==> src/rtl/serial_adder_ctrl_if.sv <==
`default_nettype none
// ============================================================================
// serial_adder_ctrl_if : start/busy/done handshake and operand/result bus
// Rev 1.0
// ============================================================================
interface serial_adder_ctrl_if #(
  parameter int WIDTH = 8
);
  logic             start;
  logic [WIDTH-1:0] A;
  logic [WIDTH-1:0] B;
  logic             C_in;
  logic             busy;
  logic             done;
  logic [WIDTH-1:0] S;
  logic             C_out;
  logic             overflow;

  modport master (
    output start, A, B, C_in,
    input  busy, done, S, C_out, overflow
  );

  modport slave (
    input  start, A, B, C_in,
    output busy, done, S, C_out, overflow
  );
endinterface
`default_nettype wire

==> src/rtl/serial_adder_ctrl.sv <==
`default_nettype none
// ============================================================================
// serial_adder_ctrl : bit-serial adder sequencing one shared full-adder cell
// Rev 1.0
// ============================================================================
module full_adder (
  input  wire logic A,
  input  wire logic B,
  input  wire logic C_in,
  output logic      S,
  output logic      C_out
);
  assign S     = A ^ B ^ C_in;
  assign C_out = (A & B) | (C_in & (A ^ B));
endmodule

module serial_adder_ctrl #(
  parameter int WIDTH = 8,
  parameter int CNT_W = 5
) (
  input wire logic            clk,
  input wire logic            rst,
  serial_adder_ctrl_if.slave  bus
);
  typedef enum logic [1:0] {
    ST_IDLE = 2'd0,
    ST_RUN  = 2'd1,
    ST_DONE = 2'd2
  } state_t;

  state_t           r_state;
  state_t           w_state_nxt;
  logic [WIDTH-1:0] r_a_sh;
  logic [WIDTH-1:0] r_b_sh;
  logic [WIDTH-1:0] r_s_sh;
  logic [CNT_W-1:0] r_cnt;
  logic             r_carry;
  logic             r_busy;
  logic             r_done;
  logic [WIDTH-1:0] r_s;
  logic             r_c_out;
  logic             r_ovf;
  logic             w_sum;
  logic             w_cout;
  logic             w_last;
  logic [WIDTH-1:0] w_s_shift;

  full_adder u_cell (
    .A     (r_a_sh[0]),
    .B     (r_b_sh[0]),
    .C_in  (r_carry),
    .S     (w_sum),
    .C_out (w_cout)
  );

  assign w_last = (r_cnt == CNT_W'(WIDTH - 1));

  generate
    if (WIDTH == 1) begin : g_w1
      assign w_s_shift = w_sum;
    end else begin : g_wn
      assign w_s_shift = {w_sum, r_s_sh[WIDTH-1:1]};
    end
  endgenerate

  always_comb begin
    w_state_nxt = r_state;
    case (r_state)
      ST_IDLE: if (bus.start) w_state_nxt = ST_RUN;
      ST_RUN:  if (w_last)    w_state_nxt = ST_DONE;
      ST_DONE: w_state_nxt = ST_IDLE;
      default: w_state_nxt = ST_IDLE;
    endcase
  end

  always_ff @(posedge clk or posedge rst) begin
    if (rst) r_state <= ST_IDLE;
    else     r_state <= w_state_nxt;
  end

  always_ff @(posedge clk or posedge rst) begin
    if (rst) begin
      r_a_sh  <= '0;
      r_b_sh  <= '0;
      r_s_sh  <= '0;
      r_cnt   <= '0;
      r_carry <= 1'b0;
      r_busy  <= 1'b0;
      r_done  <= 1'b0;
      r_s     <= '0;
      r_c_out <= 1'b0;
      r_ovf   <= 1'b0;
    end else begin
      case (r_state)
        ST_IDLE: begin
          r_done <= 1'b0;
          if (bus.start) begin
            r_a_sh  <= bus.A;
            r_b_sh  <= bus.B;
            r_carry <= bus.C_in;
            r_cnt   <= '0;
            r_busy  <= 1'b1;
          end
        end
        ST_RUN: begin
          r_a_sh  <= r_a_sh >> 1;
          r_b_sh  <= r_b_sh >> 1;
          r_s_sh  <= w_s_shift;
          r_carry <= w_cout;
          if (w_last) begin
            // r_carry here is the carry into the MSB, which sets signed overflow
            r_s     <= w_s_shift;
            r_c_out <= w_cout;
            r_ovf   <= r_carry ^ w_cout;
            r_busy  <= 1'b0;
            r_done  <= 1'b1;
          end else begin
            r_cnt <= r_cnt + CNT_W'(1);
          end
        end
        ST_DONE: r_done <= 1'b0;
        default: begin
          r_busy <= 1'b0;
          r_done <= 1'b0;
        end
      endcase
    end
  end

  assign bus.busy     = r_busy;
  assign bus.done     = r_done;
  assign bus.S        = r_s;
  assign bus.C_out    = r_c_out;
  assign bus.overflow = r_ovf;
endmodule
`default_nettype wire
==> src/flat_wrapper.sv <==
// flat-port wrapper written by rule: the top's interface ports become plain ports
module serial_adder_ctrl_flat 
#(
  parameter int WIDTH = 8,
  parameter int CNT_W = 5
)
  (clk, rst, bus_start, bus_A, bus_B, bus_C_in, bus_busy, bus_done, bus_S, bus_C_out, bus_overflow);
  serial_adder_ctrl_if #(.WIDTH(WIDTH)) bus_i ();
  input wire logic clk;
  input wire logic rst;
  input wire logic [$bits(bus_i.start)-1:0] bus_start;
  input wire logic [$bits(bus_i.A)-1:0] bus_A;
  input wire logic [$bits(bus_i.B)-1:0] bus_B;
  input wire logic [$bits(bus_i.C_in)-1:0] bus_C_in;
  output wire logic [$bits(bus_i.busy)-1:0] bus_busy;
  output wire logic [$bits(bus_i.done)-1:0] bus_done;
  output wire logic [$bits(bus_i.S)-1:0] bus_S;
  output wire logic [$bits(bus_i.C_out)-1:0] bus_C_out;
  output wire logic [$bits(bus_i.overflow)-1:0] bus_overflow;
  assign bus_i.start = bus_start;
  assign bus_i.A = bus_A;
  assign bus_i.B = bus_B;
  assign bus_i.C_in = bus_C_in;
  assign bus_busy = bus_i.busy;
  assign bus_done = bus_i.done;
  assign bus_S = bus_i.S;
  assign bus_C_out = bus_i.C_out;
  assign bus_overflow = bus_i.overflow;
  serial_adder_ctrl #(.WIDTH(WIDTH), .CNT_W(CNT_W)) u_core (.clk(clk), .rst(rst), .bus(bus_i));
endmodule
==> config.mk <==
export PLATFORM = sky130hd
export DESIGN_NAME = serial_adder_ctrl_flat
export DESIGN_NICKNAME = d
export VERILOG_FILES = /design/src/rtl/serial_adder_ctrl_if.sv /design/src/rtl/serial_adder_ctrl.sv /design/src/flat_wrapper.sv
export SDC_FILE = /design/constraint.sdc
export NUM_CORES = 1
export LEC_CHECK = 0
export ABC_AREA = 1
export CELL_PAD_IN_SITES_DETAIL_PLACEMENT = 1
export CELL_PAD_IN_SITES_GLOBAL_PLACEMENT = 1
export CORE_ASPECT_RATIO = 0.7
export CORE_UTILIZATION = 40
export CTS_CLUSTER_DIAMETER = 200
export CTS_CLUSTER_SIZE = 10
export DETAILED_ROUTE_END_ITERATION = 7
export PLACE_DENSITY_LB_ADDON = 0.2
export SETUP_SLACK_MARGIN = 0.4
export SYNTH_ARGS = -nofsm -noshare
export SYNTH_HDL_FRONTEND = slang
export SYNTH_SLANG_ARGS = --single-unit
==> constraint.sdc <==
create_clock -name clk -period 2.8 [get_ports clk]
set_input_delay 0.7 -clock clk [delete_from_list [all_inputs] [get_ports clk]]
set_output_delay 0.7 -clock clk [all_outputs]
set_load 0.01 [all_outputs]
==> results of run 1 <==
==> flip-flops by register name, indices dropped and copies added, names as in the netlist <==
| name | flops |
|---|---|
| u_core.r_s_sh | 7 |
| u_core.bus.S | 8 |
| u_core.r_a_sh | 8 |
| u_core.r_carry | 1 |
| u_core.r_cnt | 5 |
| u_core.bus.overflow | 1 |
| u_core.bus.done | 1 |
| u_core.bus.C_out | 1 |
| u_core.r_b_sh | 8 |
| u_core.bus.busy | 1 |
| u_core.r_state | 2 |
==> logic make-up after synthesis <==
kind of cell,share of synthesized area (%)
AOI/OAI and AO/OA,8.37
xor gates and xnor gates,0.465
adders and majority gates,1.73
buffers and inverters,4.92
DFF,57.1
and+or+nand+nor,27.4
==> report_power, final <==
part	total, mW	switching (mW)	leakage [nW]	internal [mW]
logic	1.03	0.597	0.560	0.430
registers	1.10	0.192	0.536	0.907
clock network	0.570	0.213	0.0654	0.357
total	2.69	1.00	1.16	1.69
==> layer usage <==
metal	vias up	track usage [%]	wire, um
met4	0	6.65	41
met3	5	4.18	139
li1	755	-	-
met5	-	0	0
met1	737	24.3	2010
met2	30	31.3	1880
==> path summary, 6_finish.rpt <==
kind	depth (start not counted)	end
max in group asynchronous	3	u_core.r_s_sh[2]
min in group asynchronous	3	u_core.r_cnt[0]
min reg2reg	2	u_core.bus.done
min	2	u_core.bus.done
max reg2reg	6	u_core.r_cnt[3]
max	1	bus_C_out
==> layout make-up <==
| class | instances | area (um^2) |
|---|---|---|
| Clock buffer | 6 | 72.6 |
| Clock inverter | 2 | 60.1 |
| Fill cell | 554 | 2080 |
| Inverter | 10 | 38.8 |
| Multi-Input combinational cell | 160 | 714 |
| Sequential cell | 43 | 1080 |
| Tap cell | 55 | 68.8 |
| Timing Repair Buffer | 32 | 318 |
==> stage by stage <==
| step | power (mW) | cell area [um^2] | setup WS (ns) | instances | util [%] |
|---|---|---|---|---|---|
| 6_report | 2.69 | 2350 | 0.885 | 308 | 53.0 |
| 5_1_grt | 2.93 | 2350 | 0.849 | 308 | 53.0 |
| 4_1_cts | 2.73 | 2350 | 0.868 | 308 | 53.0 |
| 3_5_place_dp | 2.14 | 2220 | 0.644 | 300 | 50.0 |
| 3_3_place_gp | 2.10 | 2220 | 0.728 | 300 | 50.0 |
| 2_1_floorplan | 1.78 | 1880 | 1.10 | 221 | - |
==> placed cells by master, fill, tap and decap left out <==
cell and n:
sky130_fd_sc_hd__bufinv_16 2, sky130_fd_sc_hd__nand2_4 1, sky130_fd_sc_hd__a21oi_1 14, sky130_fd_sc_hd__clkinv_2 1
sky130_fd_sc_hd__ha_1 1, sky130_fd_sc_hd__buf_4 1, sky130_fd_sc_hd__dfrtp_1 43, sky130_fd_sc_hd__o21ai_0 14
sky130_fd_sc_hd__nand4_1 1, sky130_fd_sc_hd__nand2_2 5, sky130_fd_sc_hd__o21bai_1 1, sky130_fd_sc_hd__nor2_4 1
sky130_fd_sc_hd__nand3_1 10, sky130_fd_sc_hd__fa_1 1, sky130_fd_sc_hd__clkdlybuf4s50_1 31, sky130_fd_sc_hd__inv_2 3
sky130_fd_sc_hd__clkbuf_8 5, sky130_fd_sc_hd__inv_1 6, sky130_fd_sc_hd__nand2_1 90, sky130_fd_sc_hd__clkbuf_1 1
sky130_fd_sc_hd__xor2_1 1, sky130_fd_sc_hd__o21ai_1 2, sky130_fd_sc_hd__nor2_1 18
==> results.json, run 1 <==
{
  "path_class": "reg -> out",
  "global_routing_usage_summed_across_all_routing_layers_pct": 18.6,
  "design.core.area_mm2": 0.00443,
  "timing.hold.worst.start": "u_core.bus.done",
  "finalHoldViolCount": 0,
  "cts_max_level": 2,
  "drt_wl_total_um": 4080,
  "worst_hold_path_class": "reg -> reg",
  "synthesized_area_mm2": 0.00188,
  "layout-drive-gt1-share_pct": 7.51,
  "grt_pass1_vias": 1552,
  "antenna_violating_nets_remaining": 0,
  "horizontal_die_dimension_um": 84.0,
  "crit_fanout": 2,
  "top_cell_type_s_share_of_synthesized_area_pct": 57.1,
  "timing.critical_path.required_ns": 2.10,
  "pwr_density_mw_per_mm2": 1150,
  "cts_buffer_depth": 2,
  "clock_buffer_count_from_cts": 5,
  "kind_of_cell_with_the_highest_combined_delay_on_the_critical_path": "buffers and inverters",
  "synth_cells": 221,
  "maxcap_viol_count": 0,
  "post_cts_setup_buffers": 0,
  "critPathBufInv": 1,
  "routed_via_density": 4.96,
  "critPathLaunch": "u_core.bus.C_out",
  "timing.rr.start": "u_core.r_state[0]",
  "postSynthAreaPerCell_um2": 8.52,
  "clk_slew_on_worst_s_h_paths_ns": 0.08,
  "postSynthRegisterBits": 43,
  "grt_antenna_before_repair": 0,
  "cp_slowest_cell": "sky130_fd_sc_hd__clkdlybuf4s50_1",
  "leakagePower_nw": 1.16,
  "synth_most_common_cell": "sky130_fd_sc_hd__nand2_1",
  "max-slew-margin-rel_pct": 63.8,
  "grt_first_pass_wirelength_um": 7120,
  "timing.setup.tns_ns": 0,
  "crit_arrival_ns": 1.21,
  "starting_utilization_of_the_core_area_pct": 42.5,
  "dieArea_mm2": 0.00499,
  "cts.hold.buffers_added": 0,
  "launching_element_type_of_the_critical_path": "flip-flop",
  "syn_to_final_growth_pct": 24.7,
  "worst_slew_pin_slew_ns": 0.544,
  "grt_setup_unrepaired": "no",
  "asyncSetResetFlopFracSynth_pct": 100,
  "ys.flop_type": "sky130_fd_sc_hd__dfrtp_1",
  "reg2reg_slack_ns": 1.14,
  "outcome": "finished, violations left",
  "syn-num-nets": 243,
  "number_of_vias_after_detailed_routing": 1527,
  "ir_drop_mv": 0.431,
  "worst_hold_slack_ns": 0.477,
  "grt.overflow.total": 0,
  "synthDistinctLibCells": 22,
  "seq_area_frac_synth_pct": 57.1,
  "place.detailed.hpwl_um": 2820,
  "synth_top_cells_by_count": "sky130_fd_sc_hd__nand2_1, sky130_fd_sc_hd__dfrtp_1, sky130_fd_sc_hd__nor2_1, sky130_fd_sc_hd__a21oi_1, sky130_fd_sc_hd__o21ai_0",
  "detail_route.iter0.violations": 69,
  "placement.io_buffers": 31,
  "drc": 7,
  "ios": 32,
  "clkLatencyLatePin_ns": 0.29,
  "timing.fmax_mhz": 522,
  "cts.root.buffer_cell": "sky130_fd_sc_hd__clkbuf_8",
  "number_of_nets_in_the_finished_design": 274,
  "timing.clock.skew_ns": 0.00628,
  "synth_edf_count": 0,
  "crit_path_max_incr_delay_ns": 0.54,
  "end_kind": "output pin",
  "layout_min_cycle_time_ns": 1.91,
  "final-max-slew-violation-count": 0,
  "placementRows": 20,
  "gp_congestion": 0.785,
  "drtPass1Iterations": 6,
  "numClockSinks": 43,
  "grt_max_degree": 44,
  "die-height_um": 59.4,
  "inserted_diodes": 0,
  "crit_path_cell_trace": "clkdlybuf4s50_1",
  "synthTopCellsByArea": "sky130_fd_sc_hd__dfrtp_1, sky130_fd_sc_hd__nand2_1, sky130_fd_sc_hd__a21oi_1",
  "post_cts_resized": 0,
  "cts_tree": "done",
  "post_drt_wl_per_cell_um": 13.2,
  "failing_checks": "DRC",
  "yosysWarningCount": 0,
  "timing.final.crit_share_pct": 68.4,
  "synthDominantAreaCellType": "sky130_fd_sc_hd__dfrtp_1",
  "report.final.setup_viol": 0
}
No activity file was read; power rests on OpenSTA's default activity.
==> run 2: changes to the inputs <==
--- a/config.mk
+++ b/config.mk
@@ -9,7 +9,7 @@
 export CELL_PAD_IN_SITES_DETAIL_PLACEMENT = 1
 export CELL_PAD_IN_SITES_GLOBAL_PLACEMENT = 1
 export CORE_ASPECT_RATIO = 0.7
-export CORE_UTILIZATION = 40
+export CORE_UTILIZATION = 35
 export CTS_CLUSTER_DIAMETER = 200
 export CTS_CLUSTER_SIZE = 10
 export DETAILED_ROUTE_END_ITERATION = 7
==> constraint.sdc (replaced) <==
create_clock -name clk -period 1.7 [get_ports clk]
set_input_delay 0.425 -clock clk [delete_from_list [all_inputs] [get_ports clk]]
set_output_delay 0.425 -clock clk [all_outputs]
set_load 0.01 [all_outputs]
==> run 2 against run 1 <==
  * Total power grew 70%
  * Clock skew shrank 0.0014 ns
  * The run now ends clean
  * Critical path type is now reg -> reg
  * Cell area grew 6.7%
  * Setup slack lost 0.51 ns
  * Sequential share of layout area shrank 2.9 points
  * Sequential cell count is the same
==> results.json, run 2 (synthesis gave the netlist of run 1 again) <==
{
  "outcome": "finished, final reports clean",
  "number_of_nets_in_the_finished_design": 294,
  "drt_wl_total_um": 4550,
  "drtPass1Iterations": 4,
  "max-slew-margin-rel_pct": 80.8,
  "placementRows": 21,
  "crit_path_max_incr_delay_ns": 0.39,
  "number_of_vias_after_detailed_routing": 1631,
  "worst-r2r-cell-count": 8,
  "cts.hold.buffers_added": 0,
  "clk_slew_on_worst_s_h_paths_ns": 0.08,
  "timing.rr.start": "u_core.r_cnt[0]",
  "layout.core_utilization_pct": 50.4,
  "finalHoldViolCount": 0,
  "layout_min_cycle_time_ns": 1.33,
  "crit_path_cell_trace": "ha_2 -> nand2_2 -> inv_2 -> nand2_4 -> nor2_4 -> inv_4 -> nand2_1 -> nand2_1",
  "horizontal_die_dimension_um": 89.7,
  "grt_pass1_vias": 1654,
  "launching_element_type_of_the_critical_path": "flip-flop",
  "cts_max_level": 2,
  "clkLatencyLatePin_ns": 0.30,
  "place.detailed.hpwl_um": 3030,
  "grt_antenna_before_repair": 0,
  "design.core.area_mm2": 0.00497,
  "critPathMostFrequentCell": "sky130_fd_sc_hd__nand2_1",
  "antenna_violating_nets_remaining": 0,
  "met3_length_um": 192,
  "cts.root.buffer_cell": "sky130_fd_sc_hd__clkbuf_8",
  "ir_drop_mv": 0.543,
  "worstSetupEndpoint": "u_core.bus.overflow",
  "mostFrequentLayoutCell": "sky130_fd_sc_hd__nand2_1",
  "pwr_density_mw_per_mm2": 1830,
  "path_class": "reg -> reg",
  "ios": 32,
  "starting_utilization_of_the_core_area_pct": 37.9,
  "numClockSinks": 43,
  "die-height_um": 63.4,
  "end_kind": "flip-flop",
  "multiInputGateArea_um2": 737,
  "timing.critical_path.required_ns": 1.89,
  "layout-drive-gt1-share_pct": 21.2,
  "min_path_cells": 2,
  "regToRegEndpoint": "u_core.bus.overflow",
  "crit_fanout": 11,
  "detail_route.iter0.violations": 95,
  "wl_met2_um": 2040,
  "timing.fmax_mhz": 753,
  "grt.overflow.total": 0,
  "timing.setup.tns_ns": 0,
  "cp_slowest_cell": "sky130_fd_sc_hd__dfrtp_1",
  "clock_buffer_count_from_cts": 5,
  "placement.io_buffers": 31,
  "crit_arrival_ns": 1.52,
  "layout_common_cells": "sky130_fd_sc_hd__nand2_1, sky130_fd_sc_hd__dfrtp_1, sky130_fd_sc_hd__nor2_1, sky130_fd_sc_hd__clkdlybuf4s50_1, sky130_fd_sc_hd__buf_4",
  "dieArea_mm2": 0.00568,
  "final-max-slew-violation-count": 0,
  "worst_hold_path_class": "reg -> reg",
  "post_drt_wl_per_cell_um": 13.3,
  "layout.filler_cells": 611,
  "timing.final.crit_share_pct": 78.1,
  "report.final.setup_viol": 0,
  "critPathLaunch": "u_core.r_cnt[0]",
  "inserted_diodes": 0,
  "drc": 0,
  "leakagePower_nw": 1.28,
  "syn_to_final_growth_pct": 33.0,
  "wirelength_met1_um": 2260,
  "cts_buffer_depth": 2,
  "routed_via_density": 4.77,
  "grt_max_degree": 44,
  "global_routing_usage_summed_across_all_routing_layers_pct": 18.9,
  "ff_latch_area_mm2": 0.00108,
  "maxcap_viol_count": 0,
  "reg2reg_slack_ns": 0.37,
  "dr.max_layer_used": "met4",
  "gp_congestion": 0.777,
  "worst_slew_pin_slew_ns": 0.288,
  "timing.clock.skew_ns": 0.00493,
  "grt_first_pass_wirelength_um": 8010,
  "cts_tree": "done",
  "grt_setup_unrepaired": "yes"
}
-- run 2: cell types whose count changed in the layout (fill, tap and decap cells not counted), moves of 2 or more --
cell | before | now
sky130_fd_sc_hd__buf_4 | 1 | 17
sky130_fd_sc_hd__nand2_1 | 90 | 87
sky130_fd_sc_hd__clkdlybuf4s50_1 | 31 | 18
sky130_fd_sc_hd__buf_2 | 0 | 11
sky130_fd_sc_hd__nand2_4 | 1 | 3
sky130_fd_sc_hd__buf_12 | 0 | 2
sky130_fd_sc_hd__buf_6 | 0 | 2
-- run 2: stage by stage --
stage               hold WS [ns]  area [um^2]  power (mW)  std cells  setup slack, ns
detailed placement         0.457         2300        3.64        319           0.0397
CTS                        0.474         2490        4.59        340            0.337
global placement           0.453         2300        3.57        319           0.0515
global route               0.508         2500        5.03        342            0.265
finish                     0.470         2500        4.59        342            0.373
floorplan                  0.423         1890        2.94        221            0.457
-- run 2: area by class of cell --
| cell class | instances | area share (%) |
|---|---|---|
| well taps | 69 | 3.45 |
| clock buffers | 6 | 3.30 |
| inverters | 10 | 1.95 |
| flip-flops and latches | 43 | 43.0 |
| clock inverters | 2 | 1.40 |
| multi-input cells | 160 | 29.4 |
| repair buffers | 52 | 17.5 |
-- run 2: where the power goes --
part | internal, mW | switching [mW]
clock network | 0.476 | 0.360
registers | 1.49 | 0.308
logic | 0.843 | 1.11
total | 2.81 | 1.78
-- run 2: worst min-delay path by stage --
| stage | end | start |
|---|---|---|
| after global placement | u_core.bus.S[5] | u_core.bus.S[5] |
| after global routing | u_core.bus.busy | u_core.bus.busy |
| final | u_core.bus.S[0] | u_core.bus.S[0] |
| after CTS | u_core.bus.S[2] | u_core.bus.S[2] |
| after detailed placement | u_core.bus.S[2] | u_core.bus.S[2] |
| after floorplan | u_core.bus.C_out | rst |
-- run 2: layer usage --
layer	up-vias	track usage [%]
met5	-	0
met4	0	5.95
met3	7	4.72
met2	35	27.7
met1	794	27.2
li1	795	-
-- run 2: worst max-delay path: cells and delay by family, from the launching register on --
family	cells	cell delay, ns
and+or+nand+nor	5	0.44
DFF	1	0.39
adders and majority gates	1	0.20
buffers and inverters	2	0.18
-- run 2: timing repair --
| action | 4_1_cts | 5_1_grt |
|---|---|---|
| buffers inserted | 13 | 2 |
| endpoints found under the setup margin | 42 | 32 |
| gates resized for setup | 55 | 4 |
| gates cloned | 0 | 0 |
| pin swaps | 2 | 4 |
==> run 3: changes to the inputs <==
==> constraint.sdc (replaced) <==
create_clock -name clk -period 1.2 [get_ports clk]
set_input_delay 0.3 -clock clk [delete_from_list [all_inputs] [get_ports clk]]
set_output_delay 0.3 -clock clk [all_outputs]
set_load 0.01 [all_outputs]
==> run 3 against run 2 <==
  * The run now ends with setup timing left
  * Maximum frequency is 2.0% lower
  * Final cell count rose by 7.3%
  * Critical path depth stayed put
  * Via count rose by 9.7%
  * Sequential cell count unchanged
  * First-iteration DRC count decreased by 24%
  * Worst hold slack got worse by 0.092 ns
  * Clock power rose by 15%
  * Clock skew is 0.0046 ns higher
  * Clock-buffer cell count is 1 lower
  * Sequential power up 59%
  * Total power increased by 91%
  * Largest power group unchanged
==> results.json, run 3 (synthesis gave the netlist of run 1 again) <==
{
  "post_drt_wl_per_cell_um": 18.1,
  "gp_congestion": 0.740,
  "grt_pass1_vias": 1867,
  "timing.critical_path.required_ns": 1.40,
  "layout-drive-gt1-share_pct": 51.0,
  "timing.clock.skew_ns": 0.00952,
  "design.core.area_mm2": 0.00497,
  "ff_latch_area_mm2": 0.00108,
  "ios": 32,
  "worst_slew_pin_slew_ns": 0.312,
  "leakagePower_nw": 1.51,
  "crit_path_max_incr_delay_ns": 0.42,
  "timing.final.crit_share_pct": 113,
  "global_routing_usage_summed_across_all_routing_layers_pct": 23.3,
  "worst_hold_path_class": "in -> async",
  "regToRegEndpoint": "u_core.bus.S[2]",
  "horizontal_die_dimension_um": 89.7,
  "placement.io_buffers": 31,
  "inserted_diodes": 0,
  "power_after_layout_mw": 8.77,
  "final_area_mm2": 0.00316,
  "timing.rr.start": "u_core.r_cnt[1]",
  "number_of_vias_after_detailed_routing": 1789,
  "launching_element_type_of_the_critical_path": "flip-flop",
  "grt_first_pass_wirelength_um": 9590,
  "detail_route.iter0.violations": 72,
  "placementRows": 21,
  "grt_antenna_before_repair": 0,
  "layout.filler_cells": 526,
  "antenna_violating_nets_remaining": 0,
  "dieArea_mm2": 0.00568,
  "cts_max_level": 2,
  "clkLatencyLatePin_ns": 0.31,
  "end_kind": "flip-flop",
  "post_dp_cell_area_mm2": 0.00240,
  "layout_min_cycle_time_ns": 1.35,
  "timing.fmax_mhz": 739,
  "grt_most_used_layer": "met2",
  "layout.core_utilization_pct": 63.7,
  "drtPass1Iterations": 4,
  "reg2reg_slack_ns": -0.15,
  "met1_usage_pct": 30.6,
  "finalHoldViolCount": 0,
  "cts_buffer_depth": 2,
  "path_class": "reg -> reg",
  "fin_ws_ns": -0.154,
  "crit_path_cell_trace": "ha_4 -> nand2_4 -> inv_4 -> nand2_4 -> nor2_4 -> inv_4 -> nand2_1 -> nand2_1",
  "syn_to_final_growth_pct": 67.9,
  "pwr_density_mw_per_mm2": 2770,
  "die-height_um": 63.4,
  "starting_utilization_of_the_core_area_pct": 37.9,
  "grt.overflow.total": 0,
  "crit_fanout": 11,
  "outcome": "finished, violations left",
  "maxcap_viol_count": 0,
  "number_of_nets_in_the_finished_design": 319,
  "clock_buffer_count_from_cts": 5,
  "grt_setup_unrepaired": "yes",
  "ir_drop_mv": 1.15,
  "multiInputGateArea_mm2": 0.00115,
  "global_route.usage.met2_pct": 36.9,
  "layout_common_cells": "sky130_fd_sc_hd__nand2_1, sky130_fd_sc_hd__dfrtp_1, sky130_fd_sc_hd__buf_4",
  "crit_arrival_ns": 1.55,
  "numClockSinks": 43,
  "cts_tree": "done",
  "mostFrequentLayoutCell": "sky130_fd_sc_hd__nand2_1",
  "failing_checks": "setup timing",
  "cts.root.buffer_cell": "sky130_fd_sc_hd__clkbuf_8",
  "gr-usage-met3_pct": 6.68,
  "cp_slowest_cell": "sky130_fd_sc_hd__dfrtp_1",
  "grt_max_degree": 44,
  "max-slew-margin-rel_pct": 79.2,
  "drc": 0,
  "final-max-slew-violation-count": 0,
  "worst-r2r-cell-count": 8,
  "place.detailed.hpwl_um": 3130,
  "routed_via_density": 4.87,
  "worst_hold_slack_ns": 0.378,
  "report.final.setup_viol": 24,
  "clk_slew_on_worst_s_h_paths_ns": 0.09,
  "drt_wl_total_um": 6650
}
==> run 3: changes by cell type in the layout (fill, tap and decap cells not counted), moves of 14 or more <==
cell / previous run / this run
sky130_fd_sc_hd__a21oi_1: 14 / 0
sky130_fd_sc_hd__nand2_1: 87 / 58
sky130_fd_sc_hd__nand2_4: 3 / 17
sky130_fd_sc_hd__buf_4: 17 / 32
sky130_fd_sc_hd__o21ai_0: 14 / 0
sky130_fd_sc_hd__nor2_1: 18 / 2
sky130_fd_sc_hd__a21oi_2: 0 / 14
==> run 3: how the worst max path moves through the flow <==
| stage | end | depth (start not counted) | slack (ns) | from |
|---|---|---|---|---|
| after detailed placement | u_core.r_b_sh[7] | 6 | -0.34 | bus_start |
| after CTS | u_core.bus.S[1] | 8 | -0.11 | u_core.r_cnt[0] |
| after floorplan | u_core.bus.C_out | 9 | -0.04 | u_core.r_cnt[0] |
| final | u_core.bus.S[2] | 8 | -0.15 | u_core.r_cnt[1] |
| after global placement | u_core.r_carry | 6 | -0.30 | bus_start |
| after global routing | u_core.bus.S[2] | 8 | -0.22 | u_core.r_cnt[1] |
==> run 3: metrics by stage <==
step	cells	worst slack, ns	setup TNS (ns)
3_3_place_gp	332	-0.297	-6.17
6_report	367	-0.154	-1.89
2_1_floorplan	221	-0.0425	-0.383
3_5_place_dp	332	-0.340	-7.41
4_1_cts	358	-0.110	-1.23
5_1_grt	367	-0.218	-3.53
==> run 3: per-layer routing <==
metal	vias to the layer above	part of all wire (%)
li1	846	-
met1	893	44
met2	39	51
met3	11	3.5
met4	0	1.9
met5	-	0
==> run 3: timing repair <==
item                       CTS  global route
setup endpoints to repair   55            55
pin swaps                   21            17
cloned                       3             0
hold buffers                 0             0
setup buffers               15             9
resized for setup          136            58
==> run 3: power by group <==
part | total, mW | internal (mW) | leakage, nW | switching, mW
sequential | 2.87 | 2.12 | 0.534 | 0.751
clock | 0.964 | 0.406 | 0.0402 | 0.559
combinational | 4.93 | 2.32 | 0.937 | 2.61
total | 8.77 | 4.85 | 1.51 | 3.92
==> run 3: worst max-delay path: cells and delay by family (launching register included) <==
family,cells,cell delay [ns]
and+or+nand+nor,5,0.46
adders and majority gates,1,0.19
DFF,1,0.42
buffers and inverters,2,0.16
==> run 3: cell type report <==
type                       count  area share [%]
multi-input combinational    162            36.3
sequential                    43            34.1
timing repair buffer          75            21.8
tap                           69            2.73
clock buffer                   5            2.18
inverter                      10            2.18
clock inverter                 3           0.633
